### src/rtl/hilo_unit.sv
`default_nettype none
// ============================================================================
//  Module   : hilo_unit
//  Purpose  : HI/LO register file, multiplier sequencing and stall interlock.
//             Optional done-cycle read forwarding under macro HILO_FWD_EN.
//  Revision : 1.0  initial release
// ============================================================================
module hilo_unit #(
    parameter int WIDTH   = 32,
    parameter int TIMEOUT = 40,
    parameter int CNT_W   = 6
) (
    input  logic             clk,
    input  logic             reset,
    input  logic             mult_start,
    output logic             mult_control,
    input  logic             mult_done,
    input  logic [WIDTH-1:0] mult_hi,
    input  logic [WIDTH-1:0] mult_lo,
    input  logic             wr_hi,
    input  logic             wr_lo,
    input  logic [WIDTH-1:0] wdata,
    input  logic             rd_sel,
    input  logic             rd_en,
    output logic [WIDTH-1:0] rdata,
    output logic             busy,
    output logic             stall,
    output logic             timeout_err
);

    typedef enum logic [0:0] {
        S_IDLE = 1'b0,
        S_BUSY = 1'b1
    } state_t;

    localparam logic [CNT_W-1:0] C_CNT_LAST = CNT_W'(TIMEOUT - 1);

    state_t           r_state, w_state_nxt;
    logic [CNT_W-1:0] r_cnt, w_cnt_nxt;
    logic [WIDTH-1:0] r_hi, w_hi_nxt;
    logic [WIDTH-1:0] r_lo, w_lo_nxt;
    logic             r_timeout_err, w_timeout_err_nxt;
    logic             w_busy;
    logic             w_rd_stall;

    always_ff @(posedge clk) begin
        if (reset) begin
            r_state       <= S_IDLE;
            r_cnt         <= '0;
            r_hi          <= '0;
            r_lo          <= '0;
            r_timeout_err <= 1'b0;
        end else begin
            r_state       <= w_state_nxt;
            r_cnt         <= w_cnt_nxt;
            r_hi          <= w_hi_nxt;
            r_lo          <= w_lo_nxt;
            r_timeout_err <= w_timeout_err_nxt;
        end
    end

    always_comb begin
        w_state_nxt       = r_state;
        w_cnt_nxt         = r_cnt;
        w_hi_nxt          = r_hi;
        w_lo_nxt          = r_lo;
        w_timeout_err_nxt = r_timeout_err;
        case (r_state)
            S_IDLE: begin
                if (wr_hi) w_hi_nxt = wdata;
                if (wr_lo) w_lo_nxt = wdata;
                if (mult_start) begin
                    w_state_nxt = S_BUSY;
                    w_cnt_nxt   = '0;
                end
            end
            S_BUSY: begin
                // A done pulse on the final counted cycle still captures cleanly.
                w_cnt_nxt = r_cnt + CNT_W'(1);
                if (mult_done) begin
                    w_hi_nxt    = mult_hi;
                    w_lo_nxt    = mult_lo;
                    w_state_nxt = S_IDLE;
                    w_cnt_nxt   = '0;
                end else if (r_cnt == C_CNT_LAST) begin
                    w_timeout_err_nxt = 1'b1;
                    w_state_nxt       = S_IDLE;
                    w_cnt_nxt         = '0;
                end
            end
            default: begin
                w_state_nxt = S_IDLE;
                w_cnt_nxt   = '0;
            end
        endcase
    end

    assign w_busy       = (r_state == S_BUSY);
    assign busy         = w_busy;
    assign mult_control = w_busy;
    assign timeout_err  = r_timeout_err;

`ifdef HILO_FWD_EN
    assign w_rd_stall = rd_en & ~mult_done;
    assign rdata      = (w_busy & mult_done) ? (rd_sel ? mult_hi : mult_lo)
                                             : (rd_sel ? r_hi : r_lo);
`else
    assign w_rd_stall = rd_en;
    assign rdata      = rd_sel ? r_hi : r_lo;
`endif

    assign stall = w_busy & (mult_start | wr_hi | wr_lo | w_rd_stall);

endmodule
`default_nettype wire

### config.mk
export PLATFORM = sky130hd
export DESIGN_NAME = hilo_unit
export DESIGN_NICKNAME = d
export VERILOG_FILES = /design/src/rtl/hilo_unit.sv
export SDC_FILE = /design/constraint.sdc
export NUM_CORES = 1
export LEC_CHECK = 0
export ABC_AREA = 1
export CAP_MARGIN = 15
export CORE_AREA = 3 3 90 92
export CTS_CLUSTER_SIZE = 10
export DETAILED_ROUTE_END_ITERATION = 10
export DIE_AREA = 0 0 93 95
export PLACE_DENSITY_LB_ADDON = 0.2
export SLEW_MARGIN = 10
export SYNTH_ARGS = -nofsm -noshare
export SYNTH_HDL_FRONTEND = slang
export SYNTH_SLANG_ARGS = --single-unit
export TNS_END_PERCENT = 1
### constraint.sdc
create_clock -name clk -period 2.54 [get_ports clk]
set_input_delay 0.381 -clock clk [delete_from_list [all_inputs] [get_ports clk]]
set_output_delay 0.381 -clock clk [all_outputs]
set_load 0.005 [all_outputs]
==> results of run 1 <==
[per-layer routing]
| layer | wire (um) | global-route usage (%) | vias up |
|---|---|---|---|
| li1 | - | - | 1744 |
| met1 | 3970 | 24.9 | 1621 |
| met2 | 4730 | 39.5 | 130 |
| met3 | 724 | 5.90 | 10 |
| met4 | 92 | 6.59 | 0 |
| met5 | 0 | 0 | - |
[tightest hold or removal path: stages (launching register included)]
cell	delay, ps
dfxtp_1	310
inv_1	40
a21oi_1	50
[logic make-up (layout without fill, tap and decap cells)]
logic type      Yosys count  count (layout)
compound gates          138             138
simple gates            136             136
buf+inv                  46             170
mux                      32              32
flops                    72              72
fa+ha+maj                 1               1
[Yosys cell counts, drive strengths merged]
cell type,count,share of area [%]
a21oi,8,1.2
a31oi,64,12
buf,23,4.4
clkbuf,13,1.5
dfxtp,72,43
ha,1,0.37
inv,10,1.1
mux2,32,11
nand2,118,13
nand3,8,1.2
nand4,3,0.56
nor2,6,0.75
nor4,1,0.19
o21ai,66,9.8
[power by group]
part | internal (W) | total (W) | switching [W] | leakage (nW)
sequential | 0.00124 | 0.00129 | 0.0000499 | 0.597
clock | 0.000391 | 0.000768 | 0.000377 | 0.0842
combinational | 0.000388 | 0.000673 | 0.000285 | 1.20
[cell usage in the layout, fill, tap and decap left out]
cell type	synthesis	routed
clkdlybuf4s50_1	0	138
a21oi_1	8	8
dfxtp_2	0	1
clkinv_2	0	1
clkbuf_8	0	11
nand3_1	8	8
nand2_1	117	116
buf_2	14	1
dfxtp_1	72	71
nor2_1	5	5
a31oi_1	64	64
buf_12	0	3
nor4_1	1	1
inv_2	2	2
clkbuf_1	11	1
inv_1	8	8
o21ai_0	10	10
nand4_1	3	3
ha_1	1	1
o21ai_1	56	56
buf_4	6	5
mux2_1	2	2
nand2_2	1	2
mux2_2	30	30
nor2_2	1	1
[final timing paths]
path                 end  cells past startpoint  slack (ps)
max                stall                      4         520
max reg2reg     r_lo[31]                      6         960
min          timeout_err                      2         450
min reg2reg  timeout_err                      2         450
[flip-flops by register name (all words and copies together) (netlist names)]
name and flops:
busy 1, r_cnt 6, r_hi 32, r_lo 32
timeout_err 1
[layout make-up]
type                            count  area [um^2]
Inverter                           10         37.5
Sequential cell                    72         1440
Clock inverter                      1         5.00
Multi-Input combinational cell    307         1680
Clock buffer                       12          155
Tap cell                           99          124
Fill cell                         625         2360
Timing Repair Buffer              147         1480
[through the flow]
step / hold slack, ps / std cells
floorplan: 441 / 425
global placement: 440 / 635
detailed placement: 440 / 635
CTS: 451 / 648
global route: 491 / 648
finish: 449 / 648
==> metrics.yaml, run 1 <==
finish:
  finalInstanceArea_um2: 4930
  area_growth_syn_to_layout_pct: 46.8
  layout.core_utilization_pct: 67.6
  num_antenna_cells: 0
  fin_nets: 652
  layout-drive-gt1-share_pct: 10.4
sta:
  rsz0062_at_grt: "false"
  finalSetupViolations: 0
  post-route-period-util_pct: 79.6
  hold_viol_final: 0
  worst_pin_slew_ps: 419
  setup-tns-final_ps: 0
  fin_worst_skew_ps: 6.02
  slew_violations: 0
  final.min_clock_period_ps: 2020
  max-slew-margin-rel_pct: 72.0
  max_clock_freq_ghz: 0.495
  setup_ws_ps: 519
floorplan:
  initial_utilization_pct: 46.1
  die_area_um2: 8840
  floorplan.die.width_um: 93
  number_of_placed_i_o_pins: 140
  floorplan.core_area_um2: 7290
  fp.dieH_um: 95
  num_rows: 31
drt:
  drt-wirelength-per-cell_um: 14.7
  drc: 0
  antenna_violating_nets_post_route: 0
  first_pass_iteration_count_of_the_detailed_router: 4
  detailroute.via_count: 3505
  detail_route.iter0.violations: 121
  post_drt_via_cell_ratio: 5.41
  wl_mm: 9.53
clock_network:
  clkLatencyLatePin_ps: 330
  post_cts.resized_instances: 0
  cts.htree.levels: 3
  cts.sink_count: 72
  hold_buffers: 0
  cts.path.max_buffers: 2
  cts-buffers-inserted: 9
  cts_root_buf: "clkbuf_8"
  cts_tree: "built"
  clkSlewWorstSetupHoldPaths_ps: 70
  cts.repair_timing.setup_buffer_count: 0
critical_path:
  worstPathMaxFanout: 3
  cell_by_cell_trace_of_the_critical_path: "clkdlybuf4s50_1 -> nor4_1 -> nor2_1 -> clkdlybuf4s50_1"
  required_time_worst_endpoint_ps: 2160
  stage_delay_of_the_slowest_cell_on_the_critical_path_ps: 450
  setup.worst_path.start_class: "primary input"
  endpoint_kind: "output pin"
  setup.worst_path.class: "in -> out"
  worst_r2r_startpoint: "busy"
  worstPathBufferInverterCount: 2
  timing.critical_path.from: "mult_start"
  data_arrival_at_the_endpoint_of_the_critical_path_ps: 1640
  critPathMostFrequentCell: "clkdlybuf4s50_1"
  path_delay_family: "buffers and inverters"
  timing.critical_path.slowest_stage_cell: "clkdlybuf4s50_1"
place:
  dp_hpwl_mm: 6.48
  port_buffers: 139
  gpl.final_weighted_congestion: 0.841
  post-place-ws_ps: 520
  dpl-instance-area_um2: 4770
logic_synthesis:
  synth_compound_area_share_pct: 23.0
  mappedNetlistNets: 530
  ys_seq_area_share_pct: 42.9
  synthCells: 425
  syn_avg_cell_area_um2: 7.90
  ys_ff_latch: 72
  post_synth_and_or_nand_nor_area_fraction_pct: 15.9
  synth_area_um2: 3360
  synth_top_family_by_area: "compound AO/OA/AOI/OAI gates"
  post_synth_xor_xnor_area_pct: 0
  mux_cell_area_share_after_synthesis_pct: 10.7
  synth-warning-count: 0
  post_synth_num_cell_types: 22
  yosys.area_share.adder_pct: 0.373
global_route:
  grt.overflow.total: 0
  grt_antenna_before_repair: 0
  grt_pass1_vias: 3410
  grt_start_max_net_pins: 65
  grt_first_pass_wirelength_mm: 15.4
  track_usage_pct: 21.8
flow_run:
  cap_violations: 0
power:
  vdd.ir_drop.worst_mv: 0.290
  total_leakage_power_nw: 1.88
  power_density_nw_per_um2: 553
  final_power_w: 0.00273
worst_hold_path:
  worstHoldPathType: "reg -> reg"
  source_of_the_worst_hold_timing_path: "timeout_err"
run_status:
  run_status: "finished, final reports clean"
Note: power is estimated with default switching activity, not from simulation.
==> run 2, diff against run 1 <==
--- a/config.mk
+++ b/config.mk
@@ -7,10 +7,10 @@
 export LEC_CHECK = 0
 export ABC_AREA = 1
 export CAP_MARGIN = 15
-export CORE_AREA = 3 3 90 92
+export CORE_AREA = 3 3 93 95
 export CTS_CLUSTER_SIZE = 10
 export DETAILED_ROUTE_END_ITERATION = 10
-export DIE_AREA = 0 0 93 95
+export DIE_AREA = 0 0 96 98
 export PLACE_DENSITY_LB_ADDON = 0.2
 export SLEW_MARGIN = 10
 export SYNTH_ARGS = -nofsm -noshare
==> constraint.sdc (replaced) <==
create_clock -name clk -period 2.1 [get_ports clk]
set_input_delay 0.315 -clock clk [delete_from_list [all_inputs] [get_ports clk]]
set_output_delay 0.315 -clock clk [all_outputs]
set_load 0.005 [all_outputs]
==> metrics.yaml, run 2 (synthesis gave the netlist of run 1 again) <==
run_status:
  run_status: "finished, final reports clean"
sta:
  rsz0062_at_grt: "false"
  fin_worst_skew_ps: 5.70  # -0.319 ps
  slew_violations: 0  # unchanged
  final.min_clock_period_ps: 1970
  post-route-period-util_pct: 93.7
  hold_viol_final: 0  # unchanged
  whs_ps: 459  # +10.9 ps
  max-slew-margin-rel_pct: 77.5  # +5.5 points
  max_clock_freq_ghz: 0.508
  worst_pin_slew_ps: 334  # -85.2 ps
  finalSetupViolations: 0  # unchanged
floorplan:
  floorplan.die.width_um: 96  # +3.2%
  floorplan.core_area_um2: 7810  # +7.1%
  die_area_um2: 9410  # +6.5%
  number_of_placed_i_o_pins: 140  # unchanged
  initial_utilization_pct: 43.0  # -3.0 points
  fp.dieH_um: 98  # +3.2%
  num_rows: 32  # +3.2%
place:
  placed_cells: 640  # +0.79%
  port_buffers: 139  # unchanged
  dp_hpwl_mm: 6.60  # +1.8%
  gpl.final_weighted_congestion: 0.828  # -1.4%
  dpl-instance-area_um2: 4820  # +1.0%
global_route:
  grtUsageMet1_pct: 27.6  # +2.7 points
  busiest_layer: "met2"
  grt_util_met2_pct: 35.3  # -4.2 points
  grt.met3_usage_pct: 4.08  # -1.8 points
  track_usage_pct: 21.4  # -0.34 points
  grt_antenna_before_repair: 0  # unchanged
  grt_start_max_net_pins: 68  # +4.6%
  grt_pass1_vias: 3402  # -0.23%
  grt.overflow.total: 0  # unchanged
  grt_first_pass_wirelength_mm: 16.2  # +4.9%
clock_network:
  clkSlewWorstSetupHoldPaths_ps: 80  # about the same
  cts.htree.levels: 3  # unchanged
  clkLatencyLatePin_ps: 340  # about the same
  cts_tree: "built"
  cts-buffers-inserted: 9  # unchanged
  hold_buffers: 0  # unchanged
  cts.repair_timing.setup_buffer_count: 0  # unchanged
  cts_root_buf: "clkbuf_8"
  cts.path.max_buffers: 2  # unchanged
  cts.sink_count: 72  # unchanged
critical_path:
  critPathMostFrequentCell: "clkdlybuf4s50_1"
  stage_delay_of_the_slowest_cell_on_the_critical_path_ps: 450  # about the same
  timing.critical_path.from: "mult_start"
  worst_r2r_startpoint: "busy"
  endpoint_kind: "output pin"
  worstPathMaxFanout: 3  # unchanged
  timing.critical_path.slowest_stage_cell: "clkdlybuf4s50_1"
  required_time_worst_endpoint_ps: 1780  # -380 ps
  data_arrival_at_the_endpoint_of_the_critical_path_ps: 1650  # about the same
  setup.worst_path.start_class: "primary input"
  cell_by_cell_trace_of_the_critical_path: "clkdlybuf4s50_1 -> nor4_1 -> nor2_1 -> clkdlybuf4s50_1"
  setup.worst_path.class: "in -> out"
finish:
  finalInstanceArea_um2: 5090  # +3.4%
  area_growth_syn_to_layout_pct: 51.7
  fillers: 661  # +5.8%
  num_antenna_cells: 0  # unchanged
  layout-drive-gt1-share_pct: 11.4  # +0.97 points
  final_cells: 657  # +1.4%
  most_common_library_cell_in_the_layout_ignoring_fill_and_taps: "clkdlybuf4s50_1"
  largest_registers: "r_hi x32, r_lo x32, r_cnt x6"
  fin_nets: 655  # +0.46%
  highest_count_cells_in_the_layout_ignoring_fill_and_taps: "138 x clkdlybuf4s50_1, 116 x nand2_1, 71 x dfxtp_1"
drt:
  drc: 0  # unchanged
  first_pass_iteration_count_of_the_detailed_router: 4  # unchanged
  detail_route.iter0.violations: 145  # +20%
  detailroute.via_count: 3499  # -0.17%
  post_drt_via_cell_ratio: 5.33  # -1.5%
  wl_mm: 10.0  # +5.4%
  drt-wirelength-per-cell_um: 15.3  # +3.9%
  antenna_violating_nets_post_route: 0  # unchanged
flow_run:
  cap_violations: 0  # unchanged
power:
  vdd.ir_drop.worst_mv: 0.407  # +40%
  total_leakage_power_nw: 1.96  # +4.1%
  power_density_nw_per_um2: 734  # +33%
worst_hold_path:
  worstHoldPathType: "reg -> reg"
  source_of_the_worst_hold_timing_path: "timeout_err"
[run 2: path summary, 6_finish.rpt]
path                 end  slack (ps)  depth (start not counted)
max                stall         130                          4
min          timeout_err         460                          2
max reg2reg     r_lo[23]         530                          6
min reg2reg  timeout_err         460                          2
[run 2: critical path, delay by kind of cell]
family	cells	cell delay, ps
buffers and inverters	2	890
AND/OR/NAND/NOR	2	440
[run 2: timing repair]
| item | CTS | global route |
|---|---|---|
| setup endpoints to repair | 32 | 9 |
| gates resized for setup | 3 | 1 |
| cloned | 1 | 0 |
[run 2: layer usage]
layer | share of wire, % | up-vias | routed length [um]
met1 | 44 | 1611 | 4390
li1 | - | 1767 | -
met4 | 1.4 | 0 | 136
met3 | 5.8 | 11 | 585
met5 | 0 | - | 0
met2 | 49 | 110 | 4930
[run 2: through the flow]
step,setup TNS [ps],utilization (%),power [W],setup slack [ps]
6_report,0,65.3,0.00374,132
5_1_grt,0,65.3,0.00390,19.6
4_1_cts,0,65.3,0.00376,11.5
3_5_place_dp,-2370,61.7,0.00241,-91.5
3_3_place_gp,-2010,61.7,0.00240,-79.4
2_1_floorplan,0,-,0.00197,735
[run 2: area by class of cell]
| class | instances | area, um^2 | area share (%) |
|---|---|---|---|
| clock inverters | 5 | 104 | 2.04 |
| clock buffers | 11 | 141 | 2.78 |
| well taps | 102 | 128 | 2.50 |
| multi-input cells | 307 | 1680 | 33.0 |
| flip-flops and latches | 72 | 1440 | 28.3 |
| inverters | 10 | 37.5 | 0.737 |
| repair buffers | 150 | 1560 | 30.6 |
[run 2: where the power goes]
group          switching, W  internal [W]
sequential        0.0000663       0.00149
clock              0.000516      0.000822
combinational      0.000352      0.000489
